### config.mk
export PLATFORM = sky130hd
export DESIGN_NAME = mem_access_unit_flat
export DESIGN_NICKNAME = d
export VERILOG_FILES = /design/src/rtl/mem_access_unit_if.sv /design/src/rtl/mem_access_unit.sv /design/src/flat_wrapper.sv
export SDC_FILE = /design/constraint.sdc
export NUM_CORES = 1
export LEC_CHECK = 0
export ABC_CLOCK_PERIOD_IN_PS = 4300
export CAP_MARGIN = 25
export CORE_UTILIZATION = 45
export CTS_CLUSTER_DIAMETER = 30
export CTS_CLUSTER_SIZE = 28
export DETAILED_ROUTE_END_ITERATION = 6
export PLACE_DENSITY_LB_ADDON = 0.05
export SLEW_MARGIN = 40
export SYNTH_ARGS = -nofsm -noshare
export SYNTH_HDL_FRONTEND = slang
export SYNTH_SLANG_ARGS = --single-unit
export TNS_END_PERCENT = 10
### constraint.sdc
create_clock -name clk -period 4.3 [get_ports clk]
set_input_delay 0.86 -clock clk [delete_from_list [all_inputs] [get_ports clk]]
set_output_delay 0.86 -clock clk [all_outputs]
set_load 0.05 [all_outputs]
### src/rtl/mem_access_unit_if.sv
// Request, response and data-memory bus bundle for mem_access_unit.
// slave is the unit's view; master is the pipeline/memory environment's view.
interface mem_access_unit_if #(
  parameter int unsigned ADDR_W = 16,
  parameter int unsigned DATA_W = 16
) ();
  logic              req_valid;
  logic [2:0]        req_op;
  logic [ADDR_W-1:0] req_addr;
  logic [DATA_W-1:0] req_data;
  logic [DATA_W-1:0] req_data2;
  logic              req_ready;
  logic              stall;
  logic              resp_valid;
  logic [DATA_W-1:0] resp_data;
  logic              resp_word;
  logic [ADDR_W-1:0] sp;
  logic              stack_exc;
  logic [ADDR_W-1:0] mem_address;
  logic [DATA_W-1:0] mem_write_data;
  logic              mem_read;
  logic              mem_write;
  logic [DATA_W-1:0] mem_read_data;

  modport slave (
    input  req_valid, req_op, req_addr, req_data, req_data2, mem_read_data,
    output req_ready, stall, resp_valid, resp_data, resp_word, sp, stack_exc,
           mem_address, mem_write_data, mem_read, mem_write
  );

  modport master (
    output req_valid, req_op, req_addr, req_data, req_data2, mem_read_data,
    input  req_ready, stall, resp_valid, resp_data, resp_word, sp, stack_exc,
           mem_address, mem_write_data, mem_read, mem_write
  );
endinterface

### src/rtl/mem_access_unit.sv
// Data-memory initiator: load/store/stack ops, owns the stack pointer, splits PUSH2/POP2.
// Optional stack bound checking is enabled by defining STACK_CHECK_EN.
module mem_access_unit #(
  parameter int unsigned       ADDR_W      = 16,
  parameter int unsigned       DATA_W      = 16,
  parameter logic [ADDR_W-1:0] SP_RESET    = 16'h0FFF,
  parameter logic [ADDR_W-1:0] STACK_LIMIT = 16'h0800
) (
  input logic             clk,
  input logic             rst_n,
  mem_access_unit_if.slave bus
);

  typedef enum logic [1:0] {StIdle, StAcc1, StAcc2, StResp} state_e;
  typedef enum logic [2:0] {
    OpNop   = 3'd0,
    OpLoad  = 3'd1,
    OpStore = 3'd2,
    OpPush  = 3'd3,
    OpPop   = 3'd4,
    OpPush2 = 3'd5,
    OpPop2  = 3'd6,
    OpRsvd  = 3'd7
  } op_e;

  state_e            state_q, state_d;
  op_e               op_q, op_d, req_op;
  logic [ADDR_W-1:0] sp_q, sp_d, addr_q, addr_d;
  logic [DATA_W-1:0] wdata_q, wdata_d, data2_q, data2_d;
  logic              rd_q, rd_d, wr_q, wr_d;
  logic              rv_q, rv_d, rw_q, rw_d, exc_q, exc_d;
  logic              ready;
  logic              push_bad, push2_bad, pop_bad, pop2_bad;

  assign req_op = op_e'(bus.req_op);
  assign ready  = (state_q == StIdle);

`ifdef STACK_CHECK_EN
  logic [ADDR_W:0] sp_ext, lim_ext, top_ext;
  assign sp_ext  = {1'b0, sp_q};
  assign lim_ext = {1'b0, STACK_LIMIT};
  assign top_ext = {1'b0, SP_RESET};
  // Extended-width compares so the bound checks themselves cannot wrap.
  assign push_bad  = (sp_ext < lim_ext) || (sp_q == '0);
  assign push2_bad = (sp_ext < (lim_ext + (ADDR_W+1)'(1))) || (sp_q < ADDR_W'(2));
  assign pop_bad   = ((sp_ext + (ADDR_W+1)'(1)) > top_ext);
  assign pop2_bad  = ((sp_ext + (ADDR_W+1)'(2)) > top_ext);
`else
  logic unused_limit;
  assign unused_limit = ^STACK_LIMIT;
  assign push_bad  = 1'b0;
  assign push2_bad = 1'b0;
  assign pop_bad   = 1'b0;
  assign pop2_bad  = 1'b0;
`endif

  always_comb begin
    state_d = state_q;
    op_d    = op_q;
    sp_d    = sp_q;
    addr_d  = addr_q;
    wdata_d = wdata_q;
    data2_d = data2_q;
    rd_d    = 1'b0;
    wr_d    = 1'b0;
    rv_d    = 1'b0;
    rw_d    = 1'b0;
    exc_d   = 1'b0;
    unique case (state_q)
      StIdle: begin
        if (bus.req_valid) begin
          op_d = req_op;
          case (req_op)
            OpLoad: begin
              addr_d  = bus.req_addr;
              rd_d    = 1'b1;
              state_d = StAcc1;
            end
            OpStore: begin
              addr_d  = bus.req_addr;
              wdata_d = bus.req_data;
              wr_d    = 1'b1;
              state_d = StAcc1;
            end
            OpPush: begin
              if (push_bad) begin
                exc_d = 1'b1;
              end else begin
                addr_d  = sp_q;
                wdata_d = bus.req_data;
                wr_d    = 1'b1;
                sp_d    = sp_q - ADDR_W'(1);
                state_d = StAcc1;
              end
            end
            OpPop: begin
              if (pop_bad) begin
                exc_d = 1'b1;
              end else begin
                addr_d  = sp_q + ADDR_W'(1);
                rd_d    = 1'b1;
                sp_d    = sp_q + ADDR_W'(1);
                state_d = StAcc1;
              end
            end
            OpPush2: begin
              if (push2_bad) begin
                exc_d = 1'b1;
              end else begin
                addr_d  = sp_q;
                wdata_d = bus.req_data;
                data2_d = bus.req_data2;
                wr_d    = 1'b1;
                sp_d    = sp_q - ADDR_W'(2);
                state_d = StAcc1;
              end
            end
            OpPop2: begin
              if (pop2_bad) begin
                exc_d = 1'b1;
              end else begin
                addr_d  = sp_q + ADDR_W'(1);
                rd_d    = 1'b1;
                sp_d    = sp_q + ADDR_W'(2);
                state_d = StAcc1;
              end
            end
            default: ;
          endcase
        end
      end
      StAcc1: begin
        case (op_q)
          OpPush2: begin
            addr_d  = addr_q - ADDR_W'(1);
            wdata_d = data2_q;
            wr_d    = 1'b1;
            state_d = StAcc2;
          end
          OpPop2: begin
            // First word (flags) is returned while the second read is in flight.
            addr_d  = addr_q + ADDR_W'(1);
            rd_d    = 1'b1;
            rv_d    = 1'b1;
            state_d = StAcc2;
          end
          OpLoad, OpPop: begin
            rv_d    = 1'b1;
            state_d = StResp;
          end
          default: state_d = StIdle;
        endcase
      end
      StAcc2: begin
        if (op_q == OpPop2) begin
          rv_d    = 1'b1;
          rw_d    = 1'b1;
          state_d = StResp;
        end else begin
          state_d = StIdle;
        end
      end
      StResp:  state_d = StIdle;
      default: state_d = StIdle;
    endcase
  end

  always_ff @(posedge clk or negedge rst_n) begin
    if (!rst_n) begin
      state_q <= StIdle;
      op_q    <= OpNop;
      sp_q    <= SP_RESET;
      addr_q  <= '0;
      wdata_q <= '0;
      data2_q <= '0;
      rd_q    <= 1'b0;
      wr_q    <= 1'b0;
      rv_q    <= 1'b0;
      rw_q    <= 1'b0;
      exc_q   <= 1'b0;
    end else begin
      state_q <= state_d;
      op_q    <= op_d;
      sp_q    <= sp_d;
      addr_q  <= addr_d;
      wdata_q <= wdata_d;
      data2_q <= data2_d;
      rd_q    <= rd_d;
      wr_q    <= wr_d;
      rv_q    <= rv_d;
      rw_q    <= rw_d;
      exc_q   <= exc_d;
    end
  end

  assign bus.req_ready      = ready;
  assign bus.stall          = bus.req_valid & ~ready;
  assign bus.resp_valid     = rv_q;
  assign bus.resp_word      = rw_q;
  assign bus.resp_data      = bus.mem_read_data;
  assign bus.sp             = sp_q;
  assign bus.stack_exc      = exc_q;
  assign bus.mem_address    = addr_q;
  assign bus.mem_write_data = wdata_q;
  assign bus.mem_read       = rd_q;
  assign bus.mem_write      = wr_q;

endmodule

### src/flat_wrapper.sv
// flat-port wrapper written by rule: the top's interface ports become plain ports
module mem_access_unit_flat 
#(
  parameter int unsigned       ADDR_W      = 16,
  parameter int unsigned       DATA_W      = 16,
  parameter logic [ADDR_W-1:0] SP_RESET    = 16'h0FFF,
  parameter logic [ADDR_W-1:0] STACK_LIMIT = 16'h0800
)
  (clk, rst_n, bus_req_valid, bus_req_op, bus_req_addr, bus_req_data, bus_req_data2, bus_mem_read_data, bus_req_ready, bus_stall, bus_resp_valid, bus_resp_data, bus_resp_word, bus_sp, bus_stack_exc, bus_mem_address, bus_mem_write_data, bus_mem_read, bus_mem_write);
  mem_access_unit_if #(.ADDR_W(ADDR_W), .DATA_W(DATA_W)) bus_i ();
  input logic clk;
  input logic rst_n;
  input wire logic [$bits(bus_i.req_valid)-1:0] bus_req_valid;
  input wire logic [$bits(bus_i.req_op)-1:0] bus_req_op;
  input wire logic [$bits(bus_i.req_addr)-1:0] bus_req_addr;
  input wire logic [$bits(bus_i.req_data)-1:0] bus_req_data;
  input wire logic [$bits(bus_i.req_data2)-1:0] bus_req_data2;
  input wire logic [$bits(bus_i.mem_read_data)-1:0] bus_mem_read_data;
  output wire logic [$bits(bus_i.req_ready)-1:0] bus_req_ready;
  output wire logic [$bits(bus_i.stall)-1:0] bus_stall;
  output wire logic [$bits(bus_i.resp_valid)-1:0] bus_resp_valid;
  output wire logic [$bits(bus_i.resp_data)-1:0] bus_resp_data;
  output wire logic [$bits(bus_i.resp_word)-1:0] bus_resp_word;
  output wire logic [$bits(bus_i.sp)-1:0] bus_sp;
  output wire logic [$bits(bus_i.stack_exc)-1:0] bus_stack_exc;
  output wire logic [$bits(bus_i.mem_address)-1:0] bus_mem_address;
  output wire logic [$bits(bus_i.mem_write_data)-1:0] bus_mem_write_data;
  output wire logic [$bits(bus_i.mem_read)-1:0] bus_mem_read;
  output wire logic [$bits(bus_i.mem_write)-1:0] bus_mem_write;
  assign bus_i.req_valid = bus_req_valid;
  assign bus_i.req_op = bus_req_op;
  assign bus_i.req_addr = bus_req_addr;
  assign bus_i.req_data = bus_req_data;
  assign bus_i.req_data2 = bus_req_data2;
  assign bus_i.mem_read_data = bus_mem_read_data;
  assign bus_req_ready = bus_i.req_ready;
  assign bus_stall = bus_i.stall;
  assign bus_resp_valid = bus_i.resp_valid;
  assign bus_resp_data = bus_i.resp_data;
  assign bus_resp_word = bus_i.resp_word;
  assign bus_sp = bus_i.sp;
  assign bus_stack_exc = bus_i.stack_exc;
  assign bus_mem_address = bus_i.mem_address;
  assign bus_mem_write_data = bus_i.mem_write_data;
  assign bus_mem_read = bus_i.mem_read;
  assign bus_mem_write = bus_i.mem_write;
  mem_access_unit #(.ADDR_W(ADDR_W), .DATA_W(DATA_W), .SP_RESET(SP_RESET), .STACK_LIMIT(STACK_LIMIT)) u_core (.clk(clk), .rst_n(rst_n), .bus(bus_i));
endmodule
# Yosys cells after proc, flatten, opt, wreduce, memory -nomap -nowiden
# Index checks and enable logic that the tools add are counted.
# word_totals
out_inout_bits	71
register_bits	73
inputBits	70
word_cells	80
# op_classes
addsub	6
n_bitwise	2
reduce_logical	18
n_eq_ne	19
n_mux	25
# op_table
operator	count
$pmux W16 S2	3
$mux W16	4
$pmux W16 S4	1
$pmux W16 S3	1
$add A16 B1 Y16 const B	2
$sub A16 B1 Y16 const B	2
$eq A3 B3 Y1 const B	6
$add A16 B2 Y16 const B	1
$sub A16 B2 Y16 const B	1
$reduce_or A2 Y1	5
$reduce_or A3 Y1	3
$mux W1	8
$pmux W2 S4	1
$reduce_and A4 Y1	2
$eq A3 B1 Y1 const B	2
$eq A3 B2 Y1 const B	2
$mux W2	3
$ne A2 B2 Y1 const B	3
$pmux W1 S2	3
$reduce_and A3 Y1	2
$reduce_or A6 Y1	1
$eq A2 B2 Y1 const B	2
$ne A4 B4 Y1 const B	1
$pmux W2 S2	1
other kinds (9)	10

# Logic depth before layout (Yosys ltp)
# Gate-level depths: netlist (run 1).
# depth
depth_word	5
ltp_mapped	11
depth_no_buf	10

# Worst setup path before layout (run 1)
# Ideal clock, no wire load.
# synth_timing
kind	input to register
startpoint	input bus_req_op[0]
endpoint	register u_core.sp_q[13], in the netlist u_core.bus.sp[13]
required_ns	4.173
setup_ns	0.127
arrival_time_ns	3.273
setup_slack_ns	0.900
n_path_buf	1
stages	10
path_cell_list	clkbuf_1 > nor2b_1 > nand2_1 > fa_1 > a21oi_1 > o21ai_1 > a211o_1 > a221oi_1 > xor2_1 > o21ai_1
# synth_between
elab_chain_cells	3
elab_cells_between_ends	7
classes_between	eq/ne (4); mux (1); reduce/logical (2)
# synth_rtl
element	line	source
from (decl)	flat_wrapper.sv:14	input wire logic [$bits(bus_i.req_op)-1:0] bus_req_op;
$eq A3 B2 Y1 or $eq A3 B3 Y1 (tied branches)	mem_access_unit.sv:73	case (req_op)
$reduce_bool A4 Y1 (no source line)	--	
$reduce_and A3 Y1 (no source line)	--	
to (signal assigned)	mem_access_unit.sv:184	sp_q <= sp_d;
to (decl)	mem_access_unit.sv:28	logic [ADDR_W-1:0] sp_q, sp_d, addr_q, addr_d;
# Several ways; a longest one is shown, not always the timed one.
# A chain may end at the register's enable or synchronous reset.

# Worst setup path after layout (run 1)
# Same ends and word-level chain as after synthesis.

==> summary.md, run 1 <==
The final instance count without filler cells came out at 1008. Combinational cells account for 65.6% of the total power. The total detailed-routing wirelength is 18400 um, and the final worst-path setup slack is 0.757 ns.

The standby leakage power was 2.94 nW. With fillers left out, the area of the finished cells amounts to 0.00760 mm2. The logs give 42 for the cell row count and 74 for the largest net degree at the start of global routing. The synthesized area per cell came out at 8.19 um2. Post-CTS timing repair inserted 0 buffers for setup. The summed negative setup slack over all endpoints came out at 0 ns. The switching share of power was 51.3%; the final routed DRC violation total was 0. The tools report the overall overflow remaining after global route as 0.

The wire length of the first global-routing pass came out at 30300 um. The run finished with clean final reports. Port buffering added 107 buffers. The number of cells traversed by the worst register-to-register path is 10. The path with the worst hold slack has its endpoint at u_core.data2_q[12]. Once placement finished, the instance area stood at 0.00730 mm2. The proportion of netlist area held by the largest area contributor works out to 24.4%.

Cell internal power was estimated by the tool at 3.23 mW. Across the VDD grid, the largest voltage drop is 0.000452 V. The logs give 0.408 ns for the placement-stage worst setup slack and 0.00399 mm2 for the multi-input gate area in the final layout.

The aggregate global-route resource usage was 26.3%; the headroom to the max-slew limit was 45.6%. TritonCTS built the clock tree. Diode insertion count for antenna repair: 0. The floorplan die width was 120 um; the number of filler instances in the final layout was 1285. The clock reaches the later pin of the worst-skew pair after 0.34 ns. The peak clock frequency supported by timing was 0.282 GHz. Summed over all instances, the cell type with the most area after synthesis is dfrtp_1.

Buffers inserted to repair hold after CTS numbered 0. The tools report the number of setup violations in the final report as 0. In this run, CTS created clock tree buffers numbering 9. Final period utilization: 82.4%. Traced cell by cell, the critical path runs through clkdlybuf4s50_1 > nor2b_1 > nand2_1 > fa_1 > a21oi_1 > o21ai_1 > a211o_1 > a221oi_1 > xor2_1 > o21ai_1. The run gives 0 as the number of max-slew violations in the final report. Root buffer selected by CTS: clkbuf_16.

The initial antenna violation count was 0; the post-synthesis to final-layout area growth was 21.4%. The number of global-route vias before repair was 6091; the worst hold path cell count was 1. The slowest stage cell on the critical path was fa_1. The count of buffering cells on the critical path with inverters included is 1. In the post-synthesis netlist, the biggest area contributors are dfrtp_1, ha_1, a21oi_1, dfstp_2, nor2_1.

Async set-or-reset flop fraction in the synthesized netlist: 100%. The final weighted congestion in routability-driven placement came out at 0.849. For the pin with the worst max-slew slack, the measured transition is 0.813 ns. The share of post-route cells with drive strength above 1 came out at 6.97%. After clock tree synthesis, the clock-pin slew on the worst setup and hold paths is 0.06 ns. The detailed router finished its first iteration with 462 violations.

For the area taken by flip-flops and latches, the log shows 0.00184 mm2. In this run, post-CTS repair resized a total of 0 instances. In this run the vertical extent of the chip is 120 um. On the worst path, the slowest cell contributes a delay of 0.56 ns. The total chip power was 6.63 mW; the sink count of the clock tree was 73. Counting along the longest clock path gives a buffer depth of 2.

The run gives 0 as the number of violations of the max-capacitance limit. On the final layout, the worst hold slack is 0.486 ns. For this design the ratio of total power to cell area is 873 mW/mm2. On the critical path the largest part of the delay comes from compound AO/OA/AOI/OAI gates.

Among all flip-flop cells after synthesis, the most frequent one is dfrtp_1. The region available for standard cell placement spans 0.0134 mm2. STA classifies the critical path startpoint as an input port. The critical path start-end classification is in -> reg. Ranked by instance count, the synthesized netlist is headed by a21oi_1, nor2_1, dfrtp_1. The worst register-to-register path ends at u_core.bus.mem_address[14].

After detailed routing, the average wire length per cell comes to 18.2 um. Synthesis handed over a netlist of 764 instances. 141 I/O pins were placed. Including well taps, the total number of placed cells is 992. The smallest clock period supported by the final layout is computed as 3.54 ns.

The cell that appears most often on the critical path is o21ai_1. Counting flops and latches in the post-synthesis netlist gives 73. Per report_power, the clock group accounts for 11.6% of the total. The run gives 4.51 ns as the required arrival time at the worst endpoint. The first detailed-routing pass ran for 5 iterations. The effective utilization at floorplan was 46.7%. The worst min-delay path category was reg -> reg. The kind of capture point of the worst setup path was a flop. The clock tree synthesis step divided the H-tree into 3 levels.

The launching point of the worst reg2reg path is u_core.op_q[0]. For this block, the via count after detailed routing is 6106. The startpoint identified for the worst hold timing path is u_core.data2_q[12]. Setup repair after global routing left no endpoint under its margin. The final layout contains 932 nets. Synthesis produced a netlist with a net count of 869.

The worst clock skew on the final layout came out at 0.0102 ns. After synthesis, flip-flops and latches occupy 29.4% of the total area. Once detail routing completed, the nets flagged for antenna violations numbered 0. In this run the worst path has a maximum fanout of 12.

Most common cell in the synthesized netlist: a21oi_1. Share of total power in sequential cells: 22.8%. The number of flops mapped to enable cells by yosys was 0; the synthesized cell area was 0.00626 mm2. The final design utilization is 56.7%, and the power spent charging and discharging nets is 3.40 mW. Using the TritonRoute via totals, the vias-per-cell ratio works out to 6.06. Detailed placement finished with a half-perimeter wire length of 13500 um. The reg-to-reg setup timing slack was 0.86 ns; the count of unique library cells instantiated by Yosys was 71. The logs give 0.0144 mm2 for the full die area and 0 for the total of warnings raised by yosys. The final-report hold violation count was 0; the data arrival at the endpoint of the critical path was 3.75 ns.
## final cells by class
class	instances	area share, %
Inverter	23	1.14
Clock inverter	4	0.691
Timing Repair Buffer	120	15.3
Sequential cell	73	24.2
Multi-Input combinational cell	600	52.5
Tap cell	176	2.90
Clock buffer	12	3.24
## metal layers
metal | track usage (%) | part of all wire, % | vias to the layer above
li1 | - | - | 2926
met1 | 34.6 | 45 | 2946
met2 | 42.8 | 47 | 200
met3 | 4.42 | 5.4 | 34
met4 | 10.6 | 2.3 | 0
met5 | 0 | 0 | -
## cell usage in the layout (no fill, tap or decap), types with 5 or more instances in the layout
cell / synthesis / routed
a22oi_1: 9 / 9
nand3_1: 12 / 12
a21oi_1: 79 / 79
a22o_1: 8 / 8
dfrtp_1: 61 / 61
nand4_1: 9 / 9
nor2_1: 78 / 78
o221ai_1: 6 / 6
or3_1: 5 / 5
o21ai_0: 38 / 38
o211ai_1: 10 / 10
dfstp_2: 12 / 12
mux2i_1: 25 / 25
a21o_1: 8 / 8
mux2_2: 9 / 9
nand2b_1: 8 / 8
mux2_1: 12 / 12
o31ai_1: 6 / 6
a31oi_1: 8 / 8
ha_1: 33 / 32
xor2_1: 10 / 10
o21ai_1: 13 / 13
nor4_1: 7 / 7
nor3_1: 19 / 19
inv_1: 22 / 22
and2_1: 7 / 7
a211oi_1: 9 / 9
clkbuf_16: 0 / 9
nor2b_1: 11 / 11
o22ai_1: 14 / 14
nand2_1: 56 / 56
clkdlybuf4s50_1: 0 / 105
buf_4: 20 / 13
xnor2_1: 28 / 28
## registers in the layout, indices dropped and copies added, names as in the netlist
| signal | count |
|---|---|
| u_core.bus.sp | 16 |
| u_core.bus.resp_word | 1 |
| u_core.state_q | 2 |
| u_core.op_q | 3 |
| u_core.bus.mem_write_data | 16 |
| u_core.bus.mem_address | 16 |
| u_core.bus.mem_read | 1 |
| u_core.data2_q | 16 |
| u_core.bus.mem_write | 1 |
| u_core.bus.resp_valid | 1 |
## worst max-delay path by stage
stage	to	depth (start not counted)	slack (ns)	from
after detailed placement	u_core.bus.sp[13]	10	0.41	bus_req_op[0]
after global placement	u_core.bus.sp[13]	10	0.54	bus_req_op[0]
after floorplan	u_core.bus.sp[13]	10	0.90	bus_req_op[0]
after CTS	u_core.bus.sp[13]	10	0.76	bus_req_op[0]
after global routing	u_core.bus.sp[12]	9	0.55	bus_req_op[0]
final	u_core.bus.sp[13]	10	0.76	bus_req_op[0]
## cell families (layout without fill, tap and decap cells)
kind of cell,Yosys count,in the layout,synth area share [%]
AOI/OAI and AO/OA,250,250,25.6
xor gates and xnor gates,38,38,5.32
adders and majority gates,35,35,7.24
buffers and inverters,91,159,6.94
DFF,73,73,29.4
muxes,46,46,7.78
other,1,1,0.0599
and+or+nand+nor,230,230,17.7
## power by group through the flow
stage               Clock (mW)  Combinational (mW)  Sequential (mW)
floorplan                    0                2.59             2.10
global placement             0                4.27             1.50
detailed placement           0                4.33             1.52
CTS                      0.783                4.36             1.51
global route             0.806                4.76             1.57
finish                   0.768                4.35             1.51
Power figures use the tool's default switching activity.
==> run 2, diff against run 1 <==
--- a/config.mk
+++ b/config.mk
@@ -5,7 +5,7 @@
 export SDC_FILE = /design/constraint.sdc
 export NUM_CORES = 1
 export LEC_CHECK = 0
-export ABC_CLOCK_PERIOD_IN_PS = 4300
+export ABC_CLOCK_PERIOD_IN_PS = 3300
 export CAP_MARGIN = 25
 export CORE_UTILIZATION = 45
 export CTS_CLUSTER_DIAMETER = 30
==> constraint.sdc (replaced) <==
create_clock -name clk -period 3.3 [get_ports clk]
set_input_delay 0.66 -clock clk [delete_from_list [all_inputs] [get_ports clk]]
set_output_delay 0.66 -clock clk [all_outputs]
set_load 0.05 [all_outputs]
==> summary.md, run 2 (synthesis results as in run 1) <==
The startpoint identified for the worst register-to-register timing path is u_core.op_q[0]. In this run the register-to-register setup slack is 0.19 ns. The initial antenna violation count is 0, and the number of I/O port buffers is 107. Setup repair after global routing left no endpoint under its margin.

The first routing iteration left 606 violations. Dividing the detail-routed wire length by the instance count gives 17.9 um. After filler insertion, the fill cell instance count of the layout stands at 1266. The tools report the headroom to the max-slew limit as 52.4%. The peak clock frequency supported by timing was 0.321 GHz. Timing analysis after detailed placement gives a worst setup slack of -0.0263 ns. TritonCTS built the clock tree.

The number of setup violations in the final report was 0. The post-place instance area came out at 0.00753 mm2. The tools report the end of the worst register-to-register path as u_core.bus.mem_address[14]. The count of buffering cells on the critical path with inverters included is 2, and the number of cells traversed by the worst register-to-register path is 11. Critical path depth in cells: 11.

The tools report the root buffer selected by CTS as clkbuf_16. VDD sags by at most 0.000578 V. Gates resized during post-CTS repair numbered 0. In the layout the commonest cells are clkdlybuf4s50_1, a21oi_1, nor2_1. The number of violations of the max-capacitance limit came out at 0. In this run, the combinational gates consume 65.5% of the power. The peak fanout along the critical path came out at 9. STA classifies the critical path startpoint as a flop.

The share of post-route cells with drive strength above 1 works out to 9.81%. The wire-length estimate of the detail-placed layout is 13600 um. STA puts the critical path data arrival time at 3.36 ns. The ratio of total power to cell area was 1150 mW/mm2; the effective utilization at floorplan was 46.7%. At the worst endpoint, the required time is 3.55 ns.

The die is 120 um wide. Number of max-slew violations in the final report: 0. The number of global-route vias before repair was 6072; the number of iterations in the first detailed-routing pass was 5. The final-report hold violation count is 0, and the final period utilization is 94.3%. The logs give 3 for the H-tree depth reported by CTS and 30400 um for the wire length of the first global-routing pass. The die outline height is 120 um. In this run the worst setup path terminates at u_core.bus.mem_address[14].

In the routed design, unresolved DRC markers number 0. Dividing the detail-routed via count by the number of cells gives 6.01. Between clock sinks in the finished design, the worst skew comes to 0.0101 ns. In the final timing run, aggregate negative setup slack is 0 ns. The path class of the tightest hold or removal check is in -> async. The analysis attributes to net switching a power of 4.51 mW.

In this run the remaining antenna-violating nets after routing total 0. Diode insertion count for antenna repair: 0. Net switching is 49.8% of the power. The final critical delay including setup and external delays was 3.11 ns. The total internal power was 4.54 mW; the part of the total power dissipated in the clock network was 12.8%. The critical path goes through nand2b_1 > nor2_1 > inv_1 > ha_1 > a21o_1 > nand4_1 > a2111oi_0 > buf_4 > o211ai_1 > mux2_1 > a211oi_1. The tools report the final worst-path setup slack as 0.188 ns. The floorplan has 42 rows. Registers are responsible for 21.8% of the overall power.

The clock-pin slew of the registers on the worst-case setup and hold paths is 0.06 ns, and the total detailed-routing wirelength is 18500 um. The clock net in this run drives a total of 73 sinks. Compared with the post-synthesis result, the final layout area differs by 25.7%.

The critical path start-end classification is reg -> reg. The run gives 6207 as the total number of vias. The tools report the CTS buffer count as 9. After clock tree synthesis, the setup repair step added 0 buffers. Slowest stage cell on the critical path: a2111oi_0.

The run gives 0.0134 mm2 as the standard cell core area. Largest delay contributor family on the critical path: compound AO/OA/AOI/OAI gates. The tools report the aggregate global-route resource usage as 26.6%. For the pin with the worst max-slew slack, the measured transition is 0.714 ns.

The logs give 957 for the total number of nets in the final design and 0.00787 mm2 for the final design area excluding fillers. The logs give 0.332 ns for the final hold slack and 0 for the overall overflow remaining after global route. Entering global routing, the biggest net connects 74 pins. At the end of routability-driven placement, the weighted congestion stood at 0.847. The die covers 0.0144 mm2. The launch point of the critical path was u_core.op_q[0]. The clock passes through at most 2 buffers. The largest single stage delay on the critical path is 0.47 ns. Kind of capture point of the worst setup path: a flop. The final design utilization was 58.7%. Hold repair after CTS inserted 0 buffers. The library cell used most frequently in the layout, excluding fill and tap cells, is clkdlybuf4s50_1. In this run the count of I/O pins placed on the die edge is 141. The standby leakage power is 3.09 nW, and the clock insertion delay at the later pin of the skew report is 0.35 ns. The flow ran to the end, and the final reports show no timing, DRC or antenna violations.
==> run 2: cell types whose count changed in the layout (fill, tap and decap cells not counted), sizes merged <==
| cell | before | now |
|---|---|---|
| clkbuf | 12 | 9 |
| bufinv | 1 | 3 |
| clkinv | 4 | 3 |
| inv | 22 | 23 |
| buf | 15 | 40 |
==> run 2: routing by layer <==
metal	wire length (um)	global-route usage, %
met4	345	8.91
met3	1190	5.28
met5	0	0
met1	8150	34.5
met2	8790	43.9
==> run 2: through the flow <==
step           power (mW)  instances
6_report             9.05       1032
5_1_grt              9.72       1032
4_1_cts              9.08       1032
3_5_place_dp         7.87       1017
3_3_place_gp         7.76       1017
2_1_floorplan        6.12        764
==> run 2: worst min-delay path by stage <==
stage                      startpoint                        end  slack, ns  cells after the start
finish                          rst_n          u_core.bus.sp[13]       0.33                      1
global route                    rst_n          u_core.bus.sp[13]       0.39                      1
CTS                             rst_n          u_core.bus.sp[15]       0.35                      1
detailed placement  u_core.data2_q[5]          u_core.data2_q[5]       0.48                      1
global placement    u_core.data2_q[0]          u_core.data2_q[0]       0.47                      1
floorplan                       rst_n  u_core.bus.mem_address[0]       0.36                      0
==> run 2: cell type report <==
cell class / instances / area, um2 / area share, %
Clock buffer: 9 / 225 / 2.86
Inverter: 23 / 86.3 / 1.10
Timing Repair Buffer: 145 / 1390 / 17.7
Sequential cell: 73 / 1840 / 23.4
Multi-Input combinational cell: 600 / 3990 / 50.7
Tap cell: 176 / 220 / 2.80
Clock inverter: 6 / 116 / 1.48
==> run 2: power groups by stage <==
stage | logic, mW | clock network [mW] | registers, mW
after floorplan | 3.38 | 0 | 2.74
after global placement | 5.80 | 0 | 1.96
after detailed placement | 5.90 | 0 | 1.97
after CTS | 5.94 | 1.18 | 1.97
after global routing | 6.47 | 1.21 | 2.04
final | 5.92 | 1.16 | 1.97
==> run 3, diff against run 2 <==
--- a/config.mk
+++ b/config.mk
@@ -12,6 +12,7 @@
 export CTS_CLUSTER_SIZE = 28
 export DETAILED_ROUTE_END_ITERATION = 6
 export PLACE_DENSITY_LB_ADDON = 0.05
+export RECOVER_POWER = 25
 export SLEW_MARGIN = 40
 export SYNTH_ARGS = -nofsm -noshare
 export SYNTH_HDL_FRONTEND = slang
==> summary.md, run 3 (synthesis results as in run 1) <==
The flow ran to the end, but the final reports show violations. The final reports fail on capacitance limit, slew limit. Summing all placed instances gives a cell area of 0.00753 mm2. For the final design utilization, the log shows 58.7%. The clock period could shrink to 3.11 ns. For the headroom to the max-slew limit, the log shows -29.2%. For this block, the routed nets add up to 18500 um of wire. Ratio of total power to cell area: 1150 mW/mm2. The floorplan has 42 rows. The wire-length estimate of the detail-placed layout is 13600 um. The data arrival at the endpoint of the critical path is 3.36 ns. The later pin in the worst-skew pair is clocked with a latency of 0.35 ns. The peak fanout along the critical path is 9, and the share of total power in combinational logic is 65.5%. The logs give 141 for the number of I/O pins and 9.05 mW for the total chip power. In the routed layout, each cell is associated on average with a via count of 6.02.

Number of global-route vias before repair: 6072. For this run, the slowest stage of the critical path takes 0.47 ns. For this run, the top clock speed supported by timing is 0.321 GHz. Initial antenna violation count: 0. The run gives 0.00184 mm2 as the area taken by flip-flops and latches.

Buffers placed on the I/O ports in this run total 107. The switching share of power is 49.8%. The transition time at the pin with the least slew margin came out at 1.94 ns. The post-placement cell count was 1017; the total internal power was 4.54 mW. For the number of iterations in the first detailed-routing pass, the log shows 5. Effective utilization at floorplan: 46.7%.

STA classifies the critical path startpoint as a flop. The number of antenna diodes in the final layout is 0. STA classifies the critical path endpoint as a flop.

The logs give 30400 um for the wire length of the first global-routing pass and 4.51 mW for the power spent charging and discharging nets. In this run the deepest clock path goes through 2 buffers. TritonCTS built the clock tree. The violation count after the first detailed-route iteration was 606; the H-tree depth reported by CTS was 3. The library cell used most frequently in the layout, excluding fill and tap cells, is clkdlybuf4s50_1. The logs give 0 for the total of hold buffers inserted after clock tree synthesis and 0.000578 V for the peak supply drop. The floorplan die width was 120 um; the full die area was 0.0144 mm2.

Traced cell by cell, the critical path runs through nand2b_1 > nor2_1 > inv_1 > ha_1 > a21o_1 > nand4_1 > a2111oi_0 > buf_4 > o211ai_1 > mux2_1 > a211oi_1. The clock net in this run drives a total of 73 sinks. The library cells used most frequently in the layout, excluding fill and tap cells, are clkdlybuf4s50_1, a21oi_1, nor2_1. The number of filler instances in the final layout came out at 1268.

The number of max-slew violations in the final report is 74. The die is 120 um tall. On the final layout, the worst clock skew is 0.0105 ns. Among all stages on the critical path, the largest delay is contributed by a2111oi_0. Data on the critical path is required at its endpoint by 3.55 ns. Across all layers, the routed design uses 6211 vias.

The number of buffers inserted by post-CTS setup repair is 0. The finished cells cover 0.00786 mm2. The tools report the number of setup violations in the final report as 0. The share of total power dissipated in sequential elements is 21.8%. The region available for standard cell placement spans 0.0134 mm2.

The multi-input gate area in the final layout was 0.00399 mm2; the overall overflow remaining after global route was 0. The net count of the finished layout is 957. The final-report hold violation count was 0. Excluding fillers, the count of instances in the completed layout stands at 1032. The clock-pin slew of the registers on the worst-case setup and hold paths was 0.06 ns. The largest net degree at the start of global routing was 74; the final weighted congestion in routability-driven placement was 0.847. The final routed DRC violation total is 0. The analysis attributes to cell leakage a power of 3.09 nW. The aggregate global-route resource usage was 26.6%.

The number of gates resized after cts was 0. For the CTS buffer count, the log shows 9. Reg-to-reg setup timing slack: 0.19 ns.

The worst min-delay path category was reg -> reg. The worst setup path is of the reg -> reg kind. The clock network is responsible for 12.8% of the overall power. The tools report the number of violations of the max-capacitance limit as 1. The root buffer selected by CTS is clkbuf_16.

The share of post-route cells with drive strength above 1 was 9.81%. The per-cell routed wire length was 17.9 um; the final period utilization was 94.3%. Setup repair after global routing left no endpoint under its margin. From synthesis to final layout, the design area changed by 25.6%. The detail route stage leaves a number of antenna-violating nets equal to 0.
[run 3: cell count changes in the layout (fill, tap and decap cells not counted), sizes merged]
cell    previous run  this run
clkbuf             9        10
buf               40        39
[run 3: routing by layer]
metal	GRT usage [%]	wire length [um]	vias up
li1	-	-	2971
met4	8.91	343	0
met1	34.5	8150	2963
met2	43.9	8790	248
met5	0	0	-
met3	5.28	1190	29
[run 3: final timing paths]
| path | cells past startpoint | end | start |
|---|---|---|---|
| min in group asynchronous | 1 | u_core.bus.sp[13] | rst_n |
| worst max register to register | 11 | u_core.bus.mem_address[14] | u_core.op_q[0] |
| max in group asynchronous | 1 | u_core.bus.resp_valid | rst_n |
| worst min-delay path | 1 | u_core.data2_q[13] | u_core.data2_q[13] |
| worst max-delay path | 11 | u_core.bus.mem_address[14] | u_core.op_q[0] |
| worst min register to register | 1 | u_core.data2_q[13] | u_core.data2_q[13] |
[run 3: through the flow]
stage	worst slack, ns	TNS, ns	hold WS, ns
2_1_floorplan	0.100	0	0.364
3_3_place_gp	0.0369	0	0.467
3_5_place_dp	-0.0263	-0.0263	0.479
4_1_cts	0.206	0	0.355
5_1_grt	0.0260	0	0.508
6_report	0.188	0	0.495
[run 3: worst max-delay path: cells and delay by family, from the launching register on]
kind,cells,cell delay [ns]
flops,1,0.42
mux,1,0.34
fa+ha+maj,1,0.41
compound gates,4,0.95
buf+inv,2,0.38
simple gates,3,0.53
[run 3: layout make-up]
cell class	count	area share, %
timing repair buffer	145	17.6
tap	176	2.80
inverter	23	1.10
clock buffer	9	2.86
clock inverter	6	1.48
multi-input combinational	600	50.7
sequential	73	23.4
[run 3: power groups by stage]
stage                     Clock (mW)  Sequential [mW]  Combinational, mW
after global routing            1.21             2.04               6.46
after CTS                       1.18             1.97               5.94
after floorplan                    0             2.74               3.38
after global placement             0             1.96               5.80
final                           1.16             1.97               5.92
after detailed placement           0             1.97               5.90
